===== src/rtl/svv_pkg.sv =====
// Shared defaults and sizing helpers for the status vector arbiter slice.
package svv_pkg;

    localparam int unsigned NREQ_DEFAULT  = 4;
    localparam int unsigned DEPTH_DEFAULT = 64;
    localparam int unsigned WIDTH_DEFAULT = 8;
    localparam int unsigned AFULL_MARGIN  = 4;

    // Occupancy counter must represent 0..depth inclusive.
    function automatic int unsigned count_width(input int unsigned depth);
        return $clog2(depth + 1);
    endfunction

    function automatic int unsigned index_width(input int unsigned n);
        return (n < 2) ? 1 : $clog2(n);
    endfunction

endpackage


===== src/rtl/svv_rr_arbiter.sv =====
// Combinational round-robin search: first asserted request at or after ptr, wrapping.
module svv_rr_arbiter
    import svv_pkg::*;
#(
    parameter int unsigned NREQ = NREQ_DEFAULT,
    parameter int unsigned IW   = index_width(NREQ)
) (
    input  logic [NREQ-1:0] req,
    input  logic [IW-1:0]   ptr,
    output logic [NREQ-1:0] grant,
    output logic [IW-1:0]   idx
);

    logic [IW-1:0] cand;
    logic          found;

    always_comb begin
        grant = '0;
        idx   = '0;
        found = 1'b0;
        cand  = '0;
        for (int unsigned i = 0; i < NREQ; i++) begin
            cand = IW'((32'(ptr) + i) % NREQ);
            if (!found && req[cand]) begin
                found       = 1'b1;
                grant[cand] = 1'b1;
                idx         = cand;
            end
        end
    end

endmodule


===== src/rtl/status_vector_arbiter.sv =====
// Round-robin push arbiter in front of a status value vector, with occupancy tracking.
// Optional almost-full flag enabled by defining SVA_ALMOST_FULL_EN.
module status_vector_arbiter
    import svv_pkg::*;
#(
    parameter int unsigned NREQ      = NREQ_DEFAULT,
    parameter int unsigned DEPTH     = DEPTH_DEFAULT,
    parameter int unsigned WIDTH     = WIDTH_DEFAULT,
    parameter int unsigned AFULL_THR = DEPTH - AFULL_MARGIN,
    localparam int unsigned CW       = count_width(DEPTH),
    localparam int unsigned IW       = index_width(NREQ)
) (
    input  logic                  clk_i,
    input  logic                  rst_i,
    input  logic [NREQ-1:0]       req_valid_i,
    input  logic [NREQ*WIDTH-1:0] req_value_i,
    output logic [NREQ-1:0]       req_ready_o,
    input  logic                  cons_pull_i,
    output logic                  svv_push_o,
    output logic [WIDTH-1:0]      svv_value_o,
    output logic                  svv_pull_o,
    input  logic                  svv_valid_i,
    input  logic                  svv_full_i,
    output logic [CW-1:0]         count_o,
    output logic [IW-1:0]         grant_id_o
`ifdef SVA_ALMOST_FULL_EN
    ,
    output logic                  almost_full_o
`endif
);

    logic [CW-1:0]    count_q;
    logic [CW-1:0]    count_d;
    logic [IW-1:0]    rr_q;
    logic [IW-1:0]    rr_next;
    logic             push_q;
    logic [WIDTH-1:0] value_q;
    logic [IW-1:0]    grant_id_q;

    logic [NREQ-1:0]  rr_grant;
    logic [IW-1:0]    rr_idx;
    logic [WIDTH-1:0] winner_value;
    logic             accept;
    logic             transfer;

    svv_rr_arbiter #(
        .NREQ (NREQ),
        .IW   (IW)
    ) u_rr (
        .req   (req_valid_i),
        .ptr   (rr_q),
        .grant (rr_grant),
        .idx   (rr_idx)
    );

    // The pending registered push already owns a slot; a same-cycle pull grants no credit.
    assign accept       = ({1'b0, count_q} + {{CW{1'b0}}, push_q}) < (CW+1)'(DEPTH);
    assign req_ready_o  = (accept && !rst_i) ? rr_grant : '0;
    assign transfer     = |req_ready_o;
    assign winner_value = req_value_i[rr_idx*WIDTH +: WIDTH];
    assign rr_next      = (rr_idx == IW'(NREQ-1)) ? '0 : rr_idx + IW'(1);

    assign svv_pull_o   = cons_pull_i & svv_valid_i & ~rst_i;

    assign svv_push_o   = push_q;
    assign svv_value_o  = value_q;
    assign count_o      = count_q;
    assign grant_id_o   = grant_id_q;

    // A pull against an empty vector is ignored by the vector, so push wins.
    always_comb begin
        count_d = count_q;
        case ({push_q, svv_pull_o})
            2'b10: if (count_q != CW'(DEPTH)) count_d = count_q + CW'(1);
            2'b01: if (count_q != '0)         count_d = count_q - CW'(1);
            2'b11: if (count_q == '0)         count_d = CW'(1);
            default: count_d = count_q;
        endcase
    end

    always_ff @(posedge clk_i) begin
        if (rst_i) begin
            rr_q       <= '0;
            count_q    <= '0;
            push_q     <= 1'b0;
            value_q    <= '0;
            grant_id_q <= '0;
        end else begin
            count_q <= count_d;
            push_q  <= transfer;
            if (transfer) begin
                value_q    <= winner_value;
                grant_id_q <= rr_idx;
                rr_q       <= rr_next;
            end
        end
    end

`ifdef SVA_ALMOST_FULL_EN
    logic af_q;

    always_ff @(posedge clk_i) begin
        if (rst_i) begin
            af_q <= 1'b0;
        end else begin
            af_q <= (32'(count_q) >= AFULL_THR);
        end
    end

    assign almost_full_o = af_q;
`endif

    a_no_push_into_full: assert property (@(posedge clk_i) disable iff (rst_i)
        !(push_q && svv_full_i && !svv_pull_o));

    a_count_overflow: assert property (@(posedge clk_i) disable iff (rst_i)
        !(push_q && !svv_pull_o && count_q == CW'(DEPTH)));

    a_count_underflow: assert property (@(posedge clk_i) disable iff (rst_i)
        !(svv_pull_o && !push_q && count_q == '0));

    a_ready_onehot: assert property (@(posedge clk_i)
        $onehot0(req_ready_o) && ((req_ready_o & ~req_valid_i) == '0));

endmodule


===== config.mk =====
export PLATFORM = sky130hd
export DESIGN_NAME = status_vector_arbiter
export DESIGN_NICKNAME = d
export VERILOG_FILES = /design/src/rtl/svv_pkg.sv /design/src/rtl/svv_rr_arbiter.sv /design/src/rtl/status_vector_arbiter.sv
export SDC_FILE = /design/constraint.sdc
export NUM_CORES = 1
export LEC_CHECK = 0
export BUFFER_PORTS_ARGS = -buffer_cell sky130_fd_sc_hd__buf_2
export CAP_MARGIN = 25
export CORE_MARGIN = 4
export CORE_UTILIZATION = 45
export CTS_BUF_LIST = sky130_fd_sc_hd__clkbuf_16
export DETAILED_ROUTE_END_ITERATION = 10
export PLACE_DENSITY = 0.76
export SETUP_SLACK_MARGIN = 0.15
export SKIP_LAST_GASP = 1
export SLEW_MARGIN = 20
export SYNTH_ARGS = -nofsm -noshare
export SYNTH_HDL_FRONTEND = slang
export SYNTH_SLANG_ARGS = --single-unit

===== constraint.sdc =====
create_clock -name clk_i -period 4.8 [get_ports clk_i]
set_input_delay 0 -clock clk_i [delete_from_list [all_inputs] [get_ports clk_i]]
set_output_delay 0 -clock clk_i [all_outputs]
set_load 0.05 [all_outputs]

Word-level counts from Yosys, hierarchy flattened --
Index checks and enable logic that the tools add are counted.
Storage, ports and cells: bits in registers 20, bits in latches 0, memory bits (writable) 0, ROM bits 0, output and inout port bits 23, memories 0
Operators by class: add/subtract/negate cells 7, multiply operators 0, div/mod/pow operators 0, $lt $le $gt $ge 9, equal/unequal tests 8, shift-type cells 1, mux-type cells 33, bitwise operators 6, reduce and logical (&&, ||, !) cells 17
Operators with widths (number):
- indexed part select 32 x 6 -> 8 bit | 1
- two-way mux 7 bit | 3
- one-hot mux 7 bit (3 select lines) | 1
- two-way mux 4 bit | 5
- < comparator 2 x 3 -> 1 bit, second input constant | 4
- OR 4 bit | 3
- two-way mux 1 bit | 11
- two-way mux 2 bit | 5
- adder 7 x 1 -> 8 bit | 1
- binary-select mux 1 bit (select 2 bit) | 4
- demux 1 bit (select 2 bit) | 4
- greater-or-equal comparator 2 x 1 -> 1 bit, second input constant | 4
- logical AND 1 bit | 8
- < comparator 8 x 7 -> 1 bit, second input constant | 1
- adder 7 x 1 -> 7 bit, second input constant | 1
- zero test 7 bit | 1
- inequality test 7 bit, second input constant | 1
- nonzero test 7 bit | 1
- subtractor 7 x 1 -> 7 bit, second input constant | 1
- equality test 2 bit, second input constant | 3
- inequality test 2 bit, second input constant | 3
- adder 2 x 1 -> 2 bit, second input constant | 2
- adder 2 bit, second input constant | 2
- zero test 1 bit | 4
- other kinds (6) | 7

Logic depth before layout (Yosys ltp) --
depth after elaboration 14, gate-level depth with buffers 16, mapped depth without buffers 10

By module --
A second synthesis with hierarchy kept.
Unflattened totals: cells, all modules 208, area, all modules 1766.7 µm²
By module, submodules not included:
- status_vector_arbiter | times used 1, cells each 143, area an instance 1277.5 µm², seq. area each 400.4 µm²
- svv_rr_arbiter | times used 1, cells each 65, area an instance 489.2 µm², seq. area each 0.0 µm²

Worst setup path before layout --
OpenSTA, ideal clock, no wires.
kind register to register, start point register rr_q[0], end point register value_q[3], in the netlist svv_value_o[3], arrival 3665 ps, setup slack 1066 ps, stages on the path, launching flop included 17, period minus slack after synthesis 3734 ps, cell sequence dfxtp_1 buf_6 clkbuf_1 clkbuf_1 buf_1 inv_1 ha_1 buf_2 mux2_2 a32oi_1 o211ai_1 a211o_1 buf_4 buf_6 mux2i_1 a211o_1 a21oi_2
On the way: longest elaborated chain between the ends 14, elaborated cells between the ends (all ways) 54, those cells by class add/sub (3); order compare (8); shift (1); mux (28); bitwise (3); reduce/logical (11)
RTL lines:
- start: declaration | RTL line status_vector_arbiter.sv:34 | logic [IW-1:0] rr_q;
- start signal: assignment | RTL line status_vector_arbiter.sv:94 | rr_q <= rr_next;
- parallel branches: the longest is 14 deep, another holds < comparator 2 x 3 -> 1 bit
- end signal: assignment | RTL line status_vector_arbiter.sv:92 | value_q <= winner_value;
- end: declaration | RTL line status_vector_arbiter.sv:37 | logic [WIDTH-1:0] value_q;
Several ways; the timed one is not identified. The select of a mux whose other input is x is not followed. A chain may end at the register's enable or synchronous reset.

Worst setup path after layout --
start point register rr_q[1], end point register value_q[4], in the netlist svv_value_o[4]
Same word-level chain as after synthesis.

==> metrics.csv <==
metric,value,unit
ys_seq_area_share,18.51,%
hold_violations,0,
viasPerCell,6.119,
wl_per_cell,15.20,µm
crit_fanout,18,
drive_gt1_share,25.23,%
insertion_delay,0.25,ns
max_cap_viol_count,0,
min_period,3.531,ns
grt_pass1_wl,9.887,mm
r2r_cells,9,
cts_htree_levels,1,
cts_hold_buf,0,
ys_ff_latch,20,
ys_warn_count,0,
cts_resized,0,
die_width,77.34,µm
min_path_type,in -> reg,
cp.required,4.99,ns
post-route-drc-count,0,
postCtsSetupRepairBufs,0,
cellLeakagePower,0.001129,µW
final_cell_mix,"62 x buf_2, 33 x nor2_1, 21 x mux2i_1, 21 x o21ai_0",
drt-total-wl,5.852,mm
fmax,283.2,MHz
fin_skew,0.001945,ns
dp_hpwl,4.056,mm
port_buffers,62,
die_y,77.34,µm
antennaDiodeCount,0,
fin_area,0.002522,mm²
whs_path_depth,2,
rsz0062_at_grt,false,
grt_max_degree,37,
max_slew_margin,39.60,%
route.vias.total,2356,
initial_core_util,48.03,%
clockBufferDepth,2,
synth_enable_flop_cells,0,
nNetsFinal,383,
antenna_found_initial,0,
endpoint_kind,flip-flop,
min_period_over_period,73.56,%
drt_iter0_markers,236,
post_dp_cell_area,0.002417,mm²
cts_root_buffer,clkbuf_16,
die_area,0.005981,mm²
fin_tns_setup,0,ns
crit_type,reg -> reg,
rows,24,
synth_ff_type,dfxtp_1,
postLayoutCoreUtil,56.00,%
async_flop_share,0,%
grt_use_total,19.30,%
netlist_instances,289,
drv_slew,0,
synth.distinct_cells,53,
setup_viol,0,
syn-cell-area,0.002163,mm²
core_area,0.004504,mm²
syn_to_final_growth,16.60,%
clk_pin_slew,0.06,ns
overflow,0,
grt_pass1_vias,2186,
syn_nets,338,
drt-pass1-iter-count,5,
run_status,completed,
ios,64,
cp-start-kind,flip-flop,
final_common_cell,buf_2,
ir_worst_vdd,541.8,µV
numCtsBuffers,3,
setup_ws,1.269,ns
pwr_density_cell,766.5,mW/mm²
avgSynthCellArea,7.486,µm²
gp_congestion,0.8637,
cts_tree,built,
power,1934,µW
cts_sinks,20,
post-place-ws,1.301,ns
worst_pin_slew,0.9061,ns
ant_nets,0,
arrival,3.72,ns
==> critical path, cell delays in order (launching register included) <==
cell and delay (ns):
dfxtp_1 0.67, inv_1 0.17, ha_1 0.51, mux2_2 0.37
a32oi_1 0.29, o211ai_1 0.13, a211o_1 0.62, mux2i_1 0.23
a211o_1 0.35, a21oi_2 0.12
==> per-layer routing <==
layer | share of wire (%) | wire length [µm] | global-route usage [%]
met1 | 45 | 2632 | 24.91
met2 | 46 | 2698 | 31.52
met3 | 7.6 | 447 | 5.440
met4 | 1.2 | 73 | 5.516
met5 | 0 | 0 | 0
==> stage by stage <==
step                hold slack (ns)  cells
finish                       0.1577    385
floorplan                    0.3081    289
CTS                          0.1655    385
global placement             0.4180    381
global route                 0.1883    385
detailed placement           0.4163    381
==> final timing paths <==
check            startpoint              to  slack, ns
min                   rst_i   grant_id_o[0]       0.16
max reg2reg         rr_q[1]  svv_value_o[4]       1.27
min reg2reg  svv_value_o[6]  svv_value_o[6]       0.46
max                 rr_q[1]  svv_value_o[4]       1.27
==> registers in the layout, indices dropped and copies added (netlist names) <==
name,cells
svv_value_o,8
rr_q,2
count_o,7
grant_id_o,2
svv_push_o,1
==> kinds of logic after synthesis <==
family | share of synthesized area [%]
compound gates | 31.23
simple gates | 22.21
buf+inv | 7.692
mux | 14.92
flops | 18.51
fa+ha+maj | 4.627
xor+xnor | 0.8099
==> synth_stat cells (all sizes together), types with 2 or more instances <==
cell type | number | share of area, %
a211oi | 3 | 1.0
mux2 | 4 | 2.1
inv | 8 | 1.4
a2111o | 2 | 1.0
ha | 8 | 4.6
clkbuf | 7 | 1.3
a2bb2oi | 3 | 1.2
or3 | 3 | 0.87
mux2i | 21 | 9.7
nor3 | 5 | 1.2
a221oi | 2 | 0.81
nor4 | 4 | 1.2
dfxtp | 20 | 19
xnor2 | 2 | 0.81
nand2b | 3 | 0.87
mux4 | 3 | 3.1
a211o | 8 | 3.2
buf | 17 | 5.0
nor2b | 2 | 0.93
o211ai | 2 | 0.69
a31oi | 18 | 5.2
nand3 | 16 | 3.7
a22oi | 2 | 0.69
and2 | 2 | 0.58
o21bai | 2 | 0.69
a21oi | 24 | 6.4
o21ai | 21 | 4.9
nor2 | 33 | 5.7
nand3b | 7 | 2.4
nand2 | 20 | 3.5
==> layout make-up <==
type                       instances  area, µm²
fill                             438       1982
multi-input combinational        237       1597
sequential                        20      400.4
timing repair buffer              64      325.3
clock buffer                       3      75.07
tap                               52      65.06
clock inverter                     1      30.03
inverter                           8      30.03
==> power by group <==
| part | internal (µW) | switching, µW | leakage [µW] |
|---|---|---|---|
| clock | 165 | 63.1 | 0.0000511 |
| combinational | 503 | 905 | 0.000913 |
| sequential | 232 | 64.4 | 0.000164 |
(Power assumes the default switching activity.)
